$ cat src/rtl/multicycle_control_unit.sv
// ----------------------------------------------------------------------------
// multicycle_control_unit
//
// Control FSM for a classic multicycle datapath. Each instruction walks
// FETCH -> DECODE -> EXEC [-> MEM] [-> WB] -> FETCH. In DECODE it latches the
// opcode and function field. Everything after that, sequencing and datapath
// selects alike, comes from the latched copy, so op_code/func may change
// once DECODE has passed.
//
// Optional feature: define MULTICYCLE_MDU_EN to give multiply/divide ops
// (op 0, func 24/25/26) an EXEC stage MDU_LAT cycles long. Without the macro
// they finish in a single EXEC cycle like any other non-writeback op.
//
// Parameters
//   OP_W     opcode width (>= 6)
//   FUNC_W   function-field width (>= 6)
//   MDU_LAT  EXEC cycles for multiply/divide ops when MULTICYCLE_MDU_EN is set
//
// Ports
//   clk, rst_n          clock; asynchronous active-low reset
//   en                  run enable, looked at only in FETCH
//   op_code, func       instruction fields, sampled in DECODE
//   mem_ready           memory handshake for FETCH and MEM accesses
//   alu_op              latched opcode
//   reg_dst, alu_src,
//   branch, mem_to_reg  datapath selects (branch is a one-cycle EXEC strobe)
//   mem_read, mem_write,
//   ir_write, pc_write,
//   reg_write           datapath strobes
//   busy                high everywhere except idle FETCH (en low)
//   instr_done          one-cycle pulse in an instruction's last cycle
// ----------------------------------------------------------------------------
module multicycle_control_unit #(
    parameter int OP_W    = 6,
    parameter int FUNC_W  = 6,
    parameter int MDU_LAT = 8
) (
    input  logic              clk,
    input  logic              rst_n,
    input  logic              en,
    input  logic [OP_W-1:0]   op_code,
    input  logic [FUNC_W-1:0] func,
    input  logic              mem_ready,
    output logic [OP_W-1:0]   alu_op,
    output logic              reg_dst,
    output logic              alu_src,
    output logic              branch,
    output logic              mem_to_reg,
    output logic              mem_read,
    output logic              mem_write,
    output logic              ir_write,
    output logic              pc_write,
    output logic              reg_write,
    output logic              busy,
    output logic              instr_done
);

    localparam logic [2:0] S_FETCH  = 3'd0;
    localparam logic [2:0] S_DECODE = 3'd1;
    localparam logic [2:0] S_EXEC   = 3'd2;
    localparam logic [2:0] S_MEM    = 3'd3;
    localparam logic [2:0] S_WB     = 3'd4;

    // An out-of-range MDU_LAT shows up as this block in the elaborated
    // hierarchy. It also keeps the parameter referenced when the MDU
    // feature is compiled out.
    if (MDU_LAT < 1) begin : g_mdu_lat_invalid
    end

    // ------------------------------------------------------------------
    // Decode helpers. Constants are zero-extended to the field widths.
    // ------------------------------------------------------------------
    function automatic logic op_is(input logic [OP_W-1:0] op, input int value);
        return op == OP_W'(value);
    endfunction

    function automatic logic fn_is(input logic [FUNC_W-1:0] fn, input int value);
        return fn == FUNC_W'(value);
    endfunction

    function automatic logic is_branch_op(input logic [OP_W-1:0] op);
        return op_is(op, 41) || ((op >= OP_W'(48)) && (op <= OP_W'(54)));
    endfunction

    function automatic logic is_mdu_op(input logic [OP_W-1:0] op,
                                       input logic [FUNC_W-1:0] fn);
        return op_is(op, 0) && (fn_is(fn, 24) || fn_is(fn, 25) || fn_is(fn, 26));
    endfunction

    function automatic logic is_alu_src(input logic [OP_W-1:0] op,
                                        input logic [FUNC_W-1:0] fn);
        return (op_is(op, 0) && (fn_is(fn, 0) || fn_is(fn, 2) ||
                                 fn_is(fn, 3) || fn_is(fn, 4)))
            || op_is(op, 8)  || op_is(op, 9)  || op_is(op, 10)
            || op_is(op, 12) || op_is(op, 13) || op_is(op, 14)
            || op_is(op, 15) || op_is(op, 35) || op_is(op, 36)
            || op_is(op, 43);
    endfunction

    // ------------------------------------------------------------------
    // State and latched instruction
    // ------------------------------------------------------------------
    logic [2:0]        state_reg, state_next;
    logic [OP_W-1:0]   op_reg;
    logic [FUNC_W-1:0] func_reg;
    logic              reg_dst_reg, alu_src_reg, mem_to_reg_reg;

    // Instruction classes from the latched fields (drive sequencing)
    logic l_branch, l_load, l_store, l_mdu, l_wb;

    assign l_branch = is_branch_op(op_reg);
    assign l_load   = op_is(op_reg, 35);
    assign l_store  = op_is(op_reg, 43);
    assign l_mdu    = is_mdu_op(op_reg, func_reg);
    assign l_wb     = !(op_is(op_reg, 1) || op_is(op_reg, 3) ||
                        l_store || l_branch || l_mdu);

    // Raw strobes before reset gating
    logic mem_read_c, mem_write_c, ir_write_c, pc_write_c;
    logic reg_write_c, branch_c, done_c;

`ifdef MULTICYCLE_MDU_EN
    localparam int CNT_W = (MDU_LAT > 1) ? $clog2(MDU_LAT) : 1;
    logic [CNT_W-1:0] mdu_cnt_reg, mdu_cnt_next;
`endif

    // ------------------------------------------------------------------
    // Next state and strobes
    // ------------------------------------------------------------------
    always_comb begin
        state_next  = state_reg;
        mem_read_c  = 1'b0;
        mem_write_c = 1'b0;
        ir_write_c  = 1'b0;
        pc_write_c  = 1'b0;
        reg_write_c = 1'b0;
        branch_c    = 1'b0;
        done_c      = 1'b0;
`ifdef MULTICYCLE_MDU_EN
        mdu_cnt_next = mdu_cnt_reg;
`endif
        case (state_reg)
            S_FETCH: begin
                if (en) begin
                    mem_read_c = 1'b1;
                    if (mem_ready) begin
                        ir_write_c = 1'b1;
                        pc_write_c = 1'b1;
                        state_next = S_DECODE;
                    end
                end
            end
            S_DECODE: begin
                state_next = S_EXEC;
            end
            S_EXEC: begin
                if (l_branch) begin
                    branch_c   = 1'b1;
                    done_c     = 1'b1;
                    state_next = S_FETCH;
                end else if (l_load || l_store) begin
                    state_next = S_MEM;
                end
`ifdef MULTICYCLE_MDU_EN
                else if (l_mdu) begin
                    // Stay in EXEC while the counter runs 0..MDU_LAT-1
                    if (mdu_cnt_reg == CNT_W'(MDU_LAT - 1)) begin
                        mdu_cnt_next = '0;
                        done_c       = 1'b1;
                        state_next   = S_FETCH;
                    end else begin
                        mdu_cnt_next = mdu_cnt_reg + CNT_W'(1);
                    end
                end
`endif
                else if (l_wb) begin
                    state_next = S_WB;
                end else begin
                    done_c     = 1'b1;
                    state_next = S_FETCH;
                end
            end
            S_MEM: begin
                // Only loads and stores reach MEM, so this split is exclusive
                if (l_load) begin
                    mem_read_c = 1'b1;
                end else begin
                    mem_write_c = 1'b1;
                end
                if (mem_ready) begin
                    if (l_load) begin
                        state_next = S_WB;
                    end else begin
                        done_c     = 1'b1;
                        state_next = S_FETCH;
                    end
                end
            end
            S_WB: begin
                reg_write_c = 1'b1;
                done_c      = 1'b1;
                state_next  = S_FETCH;
            end
            default: begin
                state_next = S_FETCH;
            end
        endcase
    end

    // ------------------------------------------------------------------
    // State registers
    // ------------------------------------------------------------------
    always_ff @(posedge clk or negedge rst_n) begin
        if (!rst_n) begin
            state_reg      <= S_FETCH;
            op_reg         <= '0;
            func_reg       <= '0;
            reg_dst_reg    <= 1'b0;
            alu_src_reg    <= 1'b0;
            mem_to_reg_reg <= 1'b0;
        end else begin
            state_reg <= state_next;
            if (state_reg == S_DECODE) begin
                op_reg         <= op_code;
                func_reg       <= func;
                reg_dst_reg    <= !(op_is(op_code, 0) || op_is(op_code, 11) ||
                                    is_branch_op(op_code));
                alu_src_reg    <= is_alu_src(op_code, func);
                mem_to_reg_reg <= op_is(op_code, 35);
            end
        end
    end

`ifdef MULTICYCLE_MDU_EN
    always_ff @(posedge clk or negedge rst_n) begin
        if (!rst_n) begin
            mdu_cnt_reg <= '0;
        end else begin
            mdu_cnt_reg <= mdu_cnt_next;
        end
    end
`endif

    // ------------------------------------------------------------------
    // Outputs. The FETCH-state strobes depend on en, so every combinational
    // output is gated with rst_n to read zero throughout reset.
    // ------------------------------------------------------------------
    assign alu_op     = op_reg;
    assign reg_dst    = reg_dst_reg;
    assign alu_src    = alu_src_reg;
    assign mem_to_reg = mem_to_reg_reg;
    assign mem_read   = rst_n & mem_read_c;
    assign mem_write  = rst_n & mem_write_c;
    assign ir_write   = rst_n & ir_write_c;
    assign pc_write   = rst_n & pc_write_c;
    assign reg_write  = rst_n & reg_write_c;
    assign branch     = rst_n & branch_c;
    assign instr_done = rst_n & done_c;
    assign busy       = rst_n & !((state_reg == S_FETCH) && !en);

endmodule

$ cat config.mk
export PLATFORM = sky130hd
export DESIGN_NAME = multicycle_control_unit
export DESIGN_NICKNAME = d
export VERILOG_FILES = /design/src/rtl/multicycle_control_unit.sv
export SDC_FILE = /design/constraint.sdc
export NUM_CORES = 1
export LEC_CHECK = 0
export CAP_MARGIN = 20
export CELL_PAD_IN_SITES_DETAIL_PLACEMENT = 2
export CELL_PAD_IN_SITES_GLOBAL_PLACEMENT = 2
export CORE_ASPECT_RATIO = 1.75
export CORE_MARGIN = 3
export CORE_UTILIZATION = 39
export DETAILED_ROUTE_END_ITERATION = 7
export DONT_BUFFER_PORTS = 1
export GPL_ROUTABILITY_DRIVEN = 0
export PLACE_DENSITY = 0.91
export SLEW_MARGIN = 5
export SYNTH_ARGS = -nofsm -noshare
export SYNTH_HDL_FRONTEND = slang
export SYNTH_SLANG_ARGS = --single-unit
$ cat constraint.sdc
create_clock -name clk -period 4.8 [get_ports clk]
set_input_delay 0.96 -clock clk [delete_from_list [all_inputs] [get_ports clk]]
set_output_delay 0.96 -clock clk [all_outputs]
set_load 0.02 [all_outputs]
After elaboration in Yosys (flattened, before gate mapping). Cells that the tools add are included.

Eq/ne operators: 30. Reductions and logical operators: 37. Mux-type cells: 24. Order comparisons: 4. Bitwise logic cells: 7.

Operators by type and width (count): 6-bit by 4-bit == test with 1-bit output (second input constant) (8); 6-bit == test (second input constant) (7); 1-bit logical OR (24); 3-bit two-way mux (7); 6-bit by 2-bit == test with 1-bit output (second input constant) (3); 6-bit by 5-bit == test with 1-bit output (second input constant) (3); 6-bit zero test (3); 1-bit two-way mux (14); 6-bit >= comparator (second input constant) (2); 6-bit less-or-equal comparator (second input constant) (2); 3-bit case mux with 4 select lines (1); 1-bit AND (7); 3-bit by 2-bit == test with 1-bit output (second input constant) (2); 6-bit by 1-bit == test with 1-bit output (second input constant) (1); 6-bit by 3-bit == test with 1-bit output (second input constant) (1); 2-bit inequality test (second input constant) (3); 1-bit logical AND (5); 3-bit by 1-bit == test with 1-bit output (second input constant) (1); 3-bit == test (second input constant) (1); 1-bit zero test (3); 3-bit zero test (1); 1-bit case mux with 3 select lines (1); 3-bit AND reduction (1); 1-bit case mux with 2 select lines (1).

Output and inout bits: 17. Word-level logic and storage cells: 108. Bits of input ports: 16. Bits in registers: 18.

Longest topological paths before layout. Gate-level depths: netlist (run 1).

Depth after elaboration: 15. Mapped depth: 6. Depth with buffers taken out: 5.

Worst setup path after synthesis (run 1). No wires, ideal clock.

Path type: in2out. Start point: in rst_n. End point: out instr_done. Data arrival time: 1.848 ns. Data required time: 3.840 ns. Stages: 3. Path slack: 1.992 ns. Buffers on the path: 0. Path through: nand2b_1 -> or3_1 -> o221ai_1.

Cells in the longest elaborated chain, start to end: 1.

Ends and longest elaborated chain: from (decl) (line 39) `input logic rst_n,`; 1-bit AND (line 258) `assign instr_done = rst_n & done_c;`; to (decl) (line 55) `output logic instr_done`.

Every way passes these cells.

Final worst setup path (run 1).
Start point: reg op_reg[0], in the netlist alu_op[0]. End point: out instr_done.

Cells in the longest elaborated chain, start to end: 10. Elaborated cells on any way between the ends: 23. Those cells by class: order compare (2); eq/ne (5); mux (6); bitwise (1); reduce/logical (9).

Ends and longest elaborated chain: from (decl) (line 104) `logic [OP_W-1:0] op_reg;`; from (signal assigned) (line 224) `op_reg <= op_code;`; 6-bit >= comparator, or another cell as far along (line 82) `return op_is(op, 41) || ((op >= OP_W'(48)) && (op <= OP_W'(54)));`; 1-bit logical AND / 1-bit logical OR (equally long branches) (line 82, 115); 1-bit logical OR, on equally long branches (line 82, 115); 1-bit logical OR (2 in series) (line 116) `l_store || l_branch || l_mdu);`; 1-bit two-way mux (line 176) `else if (l_wb) begin`; 1-bit two-way mux (line 161) `end else if (l_load || l_store) begin`; 1-bit two-way mux (line 157) `if (l_branch) begin`; 1-bit case mux with 3 select lines (*) (line 142) `case (state_reg)`; 1-bit AND (*) (line 258).

Mark *: on every way between the ends. The rest lies on a longest branch, timed or not.

==> flow_summary.toml, run 1 <==
[status]
status = "finished, final reports clean"

[floorplan]
rows = 24
dieHeight_um = 73.9
die_x_um = 44.8
ios = 33
core_area_um2 = 2490
die-area_um2 = 3310
start_util_pct = 41.2

[pwr]
p_comb_share_pct = 30.3
p_switching_mw = 0.280
internal_power_mw = 0.374
p_leak_nw = 0.440
pwr-share-seq_pct = 54.2
vdd_drop_max_uv = 280
pwr-share-clk_pct = 15.4
p_total_mw = 0.655
power_density_nw_per_um2 = 609
switching_share_pct = 42.8

[sta]
clock.fmax_mhz = 325
final_max_slew_viol_count = 0
max_slew_margin_pct = 50.3
finalHoldViolCount = 0
setup_slack_ns = 1.73
rsz0062_at_grt = "false"
fin_crit_ns = 3.07
setup_tns_ns = 0
min_period_over_period_pct = 64.0
tightestPinTransition_ns = 0.743
skew_ns = 0.00152
setup_viol = 0
whs_ns = 0.403

[layout]
design_area_um2 = 1070
register_area_um2 = 450
diodes = 0
drive_above_1_share_pct = 15.4
multi_input_area_um2 = 528
n_fill_cell = 281
instances_no_fill = 130
final_util_pct = 43.1
final_nets = 122
area_growth_syn_to_layout_pct = 4.76

[hold_path]
hp-class = "input pin to async pin"

[yosys]
postSynthNetCount = 120
syn-cell-area_um2 = 1030
synth_cells = 104
ys_seq_area_share_pct = 43.9
synth_cell_types = 35
synth_warnings = 0
synth_area_per_cell_um2 = 9.87
ys_ff_latch = 18

[placement]
dp_hpwl_um = 2380
placed_area_um2 = 1030
pre_cts_ws_ns = 1.92
port_buffers = 0
dp.cells = 127

[global_route]
antenna_found_initial = 0
grt_overflow = 0
grt_start_max_net_pins = 22
grt_use_total_pct = 20.2
grt_pass1_vias = 979
grt_pass1_wl_um = 4850

[flow_run]
drv_cap = 0

[setup_path]
cp.required_ns = 3.84
reg2reg_setup_slack_ns = 3.06
end_kind = "output pin"
critPathBufInv = 0
slowest_delay_ns = 0.49
cp.arrival_ns = 2.11
cp_max_fo = 6
cp_top_family = "simple AND/OR/NAND/NOR gates"
crit_type = "flop to output pin"
path_cells = "nor3b_1 -> nand3_1 -> nor2_1 -> or3_1 -> o221ai_1"
setup.worst_path.start_class = "flop"
crit_slowest_cell = "dfrtp_1"

[route]
vias = 836
drc = 0
wl_per_cell_um = 22.6
vias_per_cell = 6.43
dr.first_iter.drc_count = 14
wirelength_um = 2940
ant_nets = 0
dr.pass1.iters = 4

[clock_network]
clk_path_buf_depth = 2
clock_latency_ns = 0.25
h-tree-depth = 1
root_buffer = "clkbuf_8"
postCtsSetupBuffers = 0
cts-resized-gates = 0
clkSinkCount = 18
clk_pin_slew_ns = 0.06
cts_tree = "done"
postCtsHoldBufs = 0
cts_buffers = 3
==> cell usage in the layout, fill, tap and decap left out, drive strengths merged, types with 2 or more instances in the layout <==
| cell type | n |
|---|---|
| mux2 | 11 |
| mux2i | 2 |
| o21ai | 5 |
| clkbuf | 3 |
| a21oi | 4 |
| nand2b | 3 |
| a31oi | 2 |
| inv | 6 |
| dfrtp | 18 |
| nand2 | 8 |
| nand3 | 5 |
| nor2 | 14 |
| nor3 | 3 |
| nor4b | 2 |
==> cell type report <==
| type | count | share of cell area (%) |
|---|---|---|
| multi-input cells | 77 | 49.1 |
| clock buffers | 3 | 3.84 |
| inverters | 6 | 2.10 |
| well taps | 26 | 3.03 |
| flip-flops and latches | 18 | 41.9 |
==> worst reg2reg max path: stages, from the launching register on <==
cell and delay [ns]:
dfrtp_1 0.52, nor3b_1 0.35, and3b_1 0.22, o21ai_0 0.10, and3_1 0.20, a32o_1 0.25
==> cells by family (layout without fill, tap and decap cells) <==
family                    count (synthesis)  after routing  share of synthesized area (%)
and+or+nand+nor                          42             42                           22.4
AOI/OAI and AO/OA                        21             21                           14.1
DFF                                      18             18                           43.9
muxes                                    13             13                           14.0
buffers and inverters                     9              9                           4.63
xor gates and xnor gates                  1              1                          0.854
==> power by group through the flow <==
| stage | clock (mW) | combinational [mW] | sequential [mW] |
|---|---|---|---|
| 6_report | 0.101 | 0.199 | 0.355 |
| 5_1_grt | 0.110 | 0.222 | 0.369 |
| 4_1_cts | 0.105 | 0.202 | 0.356 |
| 3_5_place_dp | 0 | 0.201 | 0.359 |
| 3_3_place_gp | 0 | 0.186 | 0.352 |
| 2_1_floorplan | 0 | 0.184 | 0.317 |
==> cells in the mapped netlist <==
cell type | instances | area share, %
nor2_1 | 13 | 4.8
nor4b_1 | 2 | 1.7
and3b_1 | 1 | 0.85
nand2b_1 | 3 | 1.8
inv_1 | 6 | 2.2
nor3_1 | 3 | 1.5
o21ai_0 | 5 | 2.4
a31oi_1 | 2 | 1.2
clkbuf_8 | 1 | 1.3
nor2_8 | 1 | 2.0
o41a_1 | 1 | 1.1
o41ai_1 | 1 | 0.85
o311ai_1 | 1 | 0.85
nand3_1 | 5 | 2.4
o21a_1 | 1 | 0.73
a21o_1 | 1 | 0.73
buf_4 | 1 | 0.73
nor4_2 | 1 | 1.2
mux2_2 | 11 | 12
a32o_1 | 1 | 0.98
or4_1 | 1 | 0.73
clkbuf_1 | 1 | 0.37
xor2_1 | 1 | 0.85
a211oi_1 | 1 | 0.73
nor3b_1 | 1 | 0.73
mux2i_1 | 2 | 2.0
o221ai_1 | 1 | 0.85
a21oi_1 | 4 | 2.0
a311oi_1 | 1 | 0.85
or3_1 | 1 | 0.61
nand2_1 | 8 | 2.9
and3_1 | 1 | 0.61
dfrtp_1 | 18 | 44
a32oi_1 | 1 | 0.85
nand4_1 | 1 | 0.61
==> layer usage <==
layer	vias up	share of wire [%]	GRT usage, %	routed length (µm)
met3	4	6.0	3.43	176
met2	30	58	37.9	1710
li1	378	-	-	-
met5	-	0	0	0
met1	424	35	21.8	1020
met4	0	1.2	6.84	34
==> worst paths after layout <==
kind / start / endpoint / depth (start not counted)
min in group clk: func_reg[4] / func_reg[4] / 1
worst min-delay path: rst_n / func_reg[4] / 0
worst max-delay path: alu_op[0] / instr_done / 5
worst min register to register: func_reg[4] / func_reg[4] / 1
worst max register to register: alu_op[0] / state_reg[2] / 5
max in group asynchronous: rst_n / func_reg[3] / 0
(Power assumes the default switching activity.)
==> inputs of run 2 (changes only) <==
Settings changed: CORE_UTILIZATION 39 to 32, PLACE_DENSITY 0.91 to 0.81.
Clock period 4.8 ns to 2.54 ns, I/O delays scaled along.
==> flow_summary.toml, run 2 (synthesis results as in run 1) <==
[setup_path]
reg2reg_depth = 5
cp.arrival_ns = 1.89
setup.worst_path.start_class = "flop"
cp_max_fo = 6
cp.required_ns = 2.03
end_kind = "output pin"
reg2reg_setup_slack_ns = 0.90
crit_type = "flop to output pin"

[floorplan]
dieHeight_um = 80.9
core_area_um2 = 2990
start_util_pct = 34.3
die-area_um2 = 3950
die_x_um = 48.8
ios = 33
rows = 26

[placement]
pre_cts_ws_ns = 0.242
placed_area_um2 = 1080
dp_hpwl_um = 2120
dp.cells = 147
port_buffers = 0

[layout]
design_area_um2 = 1170
layout_common_cells = "17 x dfrtp_1, 13 x nor2_1, 11 x mux2_2"
register_area_um2 = 452
mostFrequentLayoutCell = "dfrtp_1"
final_util_pct = 39.2
instances_no_fill = 152
final_nets = 127
multi_input_area_um2 = 551
n_fill_cell = 353
area_growth_syn_to_layout_pct = 14.3
diodes = 0
drive_above_1_share_pct = 22.7

[sta]
clock.fmax_mhz = 416
tightestPinTransition_ns = 0.840
final_max_slew_viol_count = 0
finalHoldViolCount = 0
whs_ns = 0.336
setup_slack_ns = 0.138
fin_crit_ns = 2.40
setup_tns_ns = 0
min_period_over_period_pct = 94.6
setup_viol = 0
skew_ns = 0.00120
max_slew_margin_pct = 43.8

[pwr]
p_leak_nw = 0.478
p_total_mw = 1.33
power_density_nw_per_um2 = 1140
vdd_drop_max_uv = 465

[route]
dr.first_iter.drc_count = 9
wl_per_cell_um = 18.4
drc = 0
wirelength_um = 2800
vias = 853
vias_per_cell = 5.61
dr.pass1.iters = 4
ant_nets = 0

[clock_network]
h-tree-depth = 1
clk_pin_slew_ns = 0.07
clkSinkCount = 18
cts_buffers = 3
clk_path_buf_depth = 2
root_buffer = "clkbuf_8"
clock_latency_ns = 0.26
cts_tree = "done"

[global_route]
grt_use_total_pct = 16.2
antenna_found_initial = 0
grt_start_max_net_pins = 20
grt_overflow = 0
grt_pass1_wl_um = 4860
grt_pass1_vias = 988

[flow_run]
drv_cap = 0

[hold_path]
hold_depth = 1
hp-class = "input pin to flop"

[status]
status = "finished, final reports clean"
## run 2: timing repair
item	in CTS	in global routing
hold endpoints to repair	18	0
setup endpoints to repair	2	1
gates resized for setup	2	3
hold buffers	1	0
setup buffers	0	0
## run 2: layer usage
layer  up-vias  share of wire [%]  GRT usage [%]
li1        391                  -              -
met4         0                2.4           9.40
met2        26                 56           30.2
met3         5                5.2           2.94
met5         -                  0              0
met1       431                 36           16.7
## run 2: final timing paths
check,from,end
max in group asynchronous,rst_n,alu_op[0]
worst min register to register,func_reg[3],func_reg[3]
worst max register to register,alu_op[4],state_reg[2]
min in group asynchronous,rst_n,state_reg[2]
worst min-delay path,op_code[4],mem_to_reg
worst max-delay path,alu_op[0],instr_done
## run 2: power breakdown
part	switching, mW	total, mW	internal [mW]
Sequential	0.249	0.665	0.416
Combinational	0.214	0.433	0.219
Clock	0.0981	0.236	0.138
Total	0.561	1.33	0.773
## run 2: layout make-up
class | instances | share of cell area, %
multi-input combinational | 77 | 47.0
sequential | 18 | 38.5
clock buffer | 4 | 4.70
inverter | 6 | 1.92
tap | 42 | 4.48
timing repair buffer | 5 | 3.42
## run 2: critical path, cell delays in order, from the launching register on
cell      delay [ns]
dfrtp_2         0.49
nor3b_4         0.19
nand3_2         0.13
nor2_1          0.07
or3_1           0.39
o221ai_1        0.19
buf_4           0.17
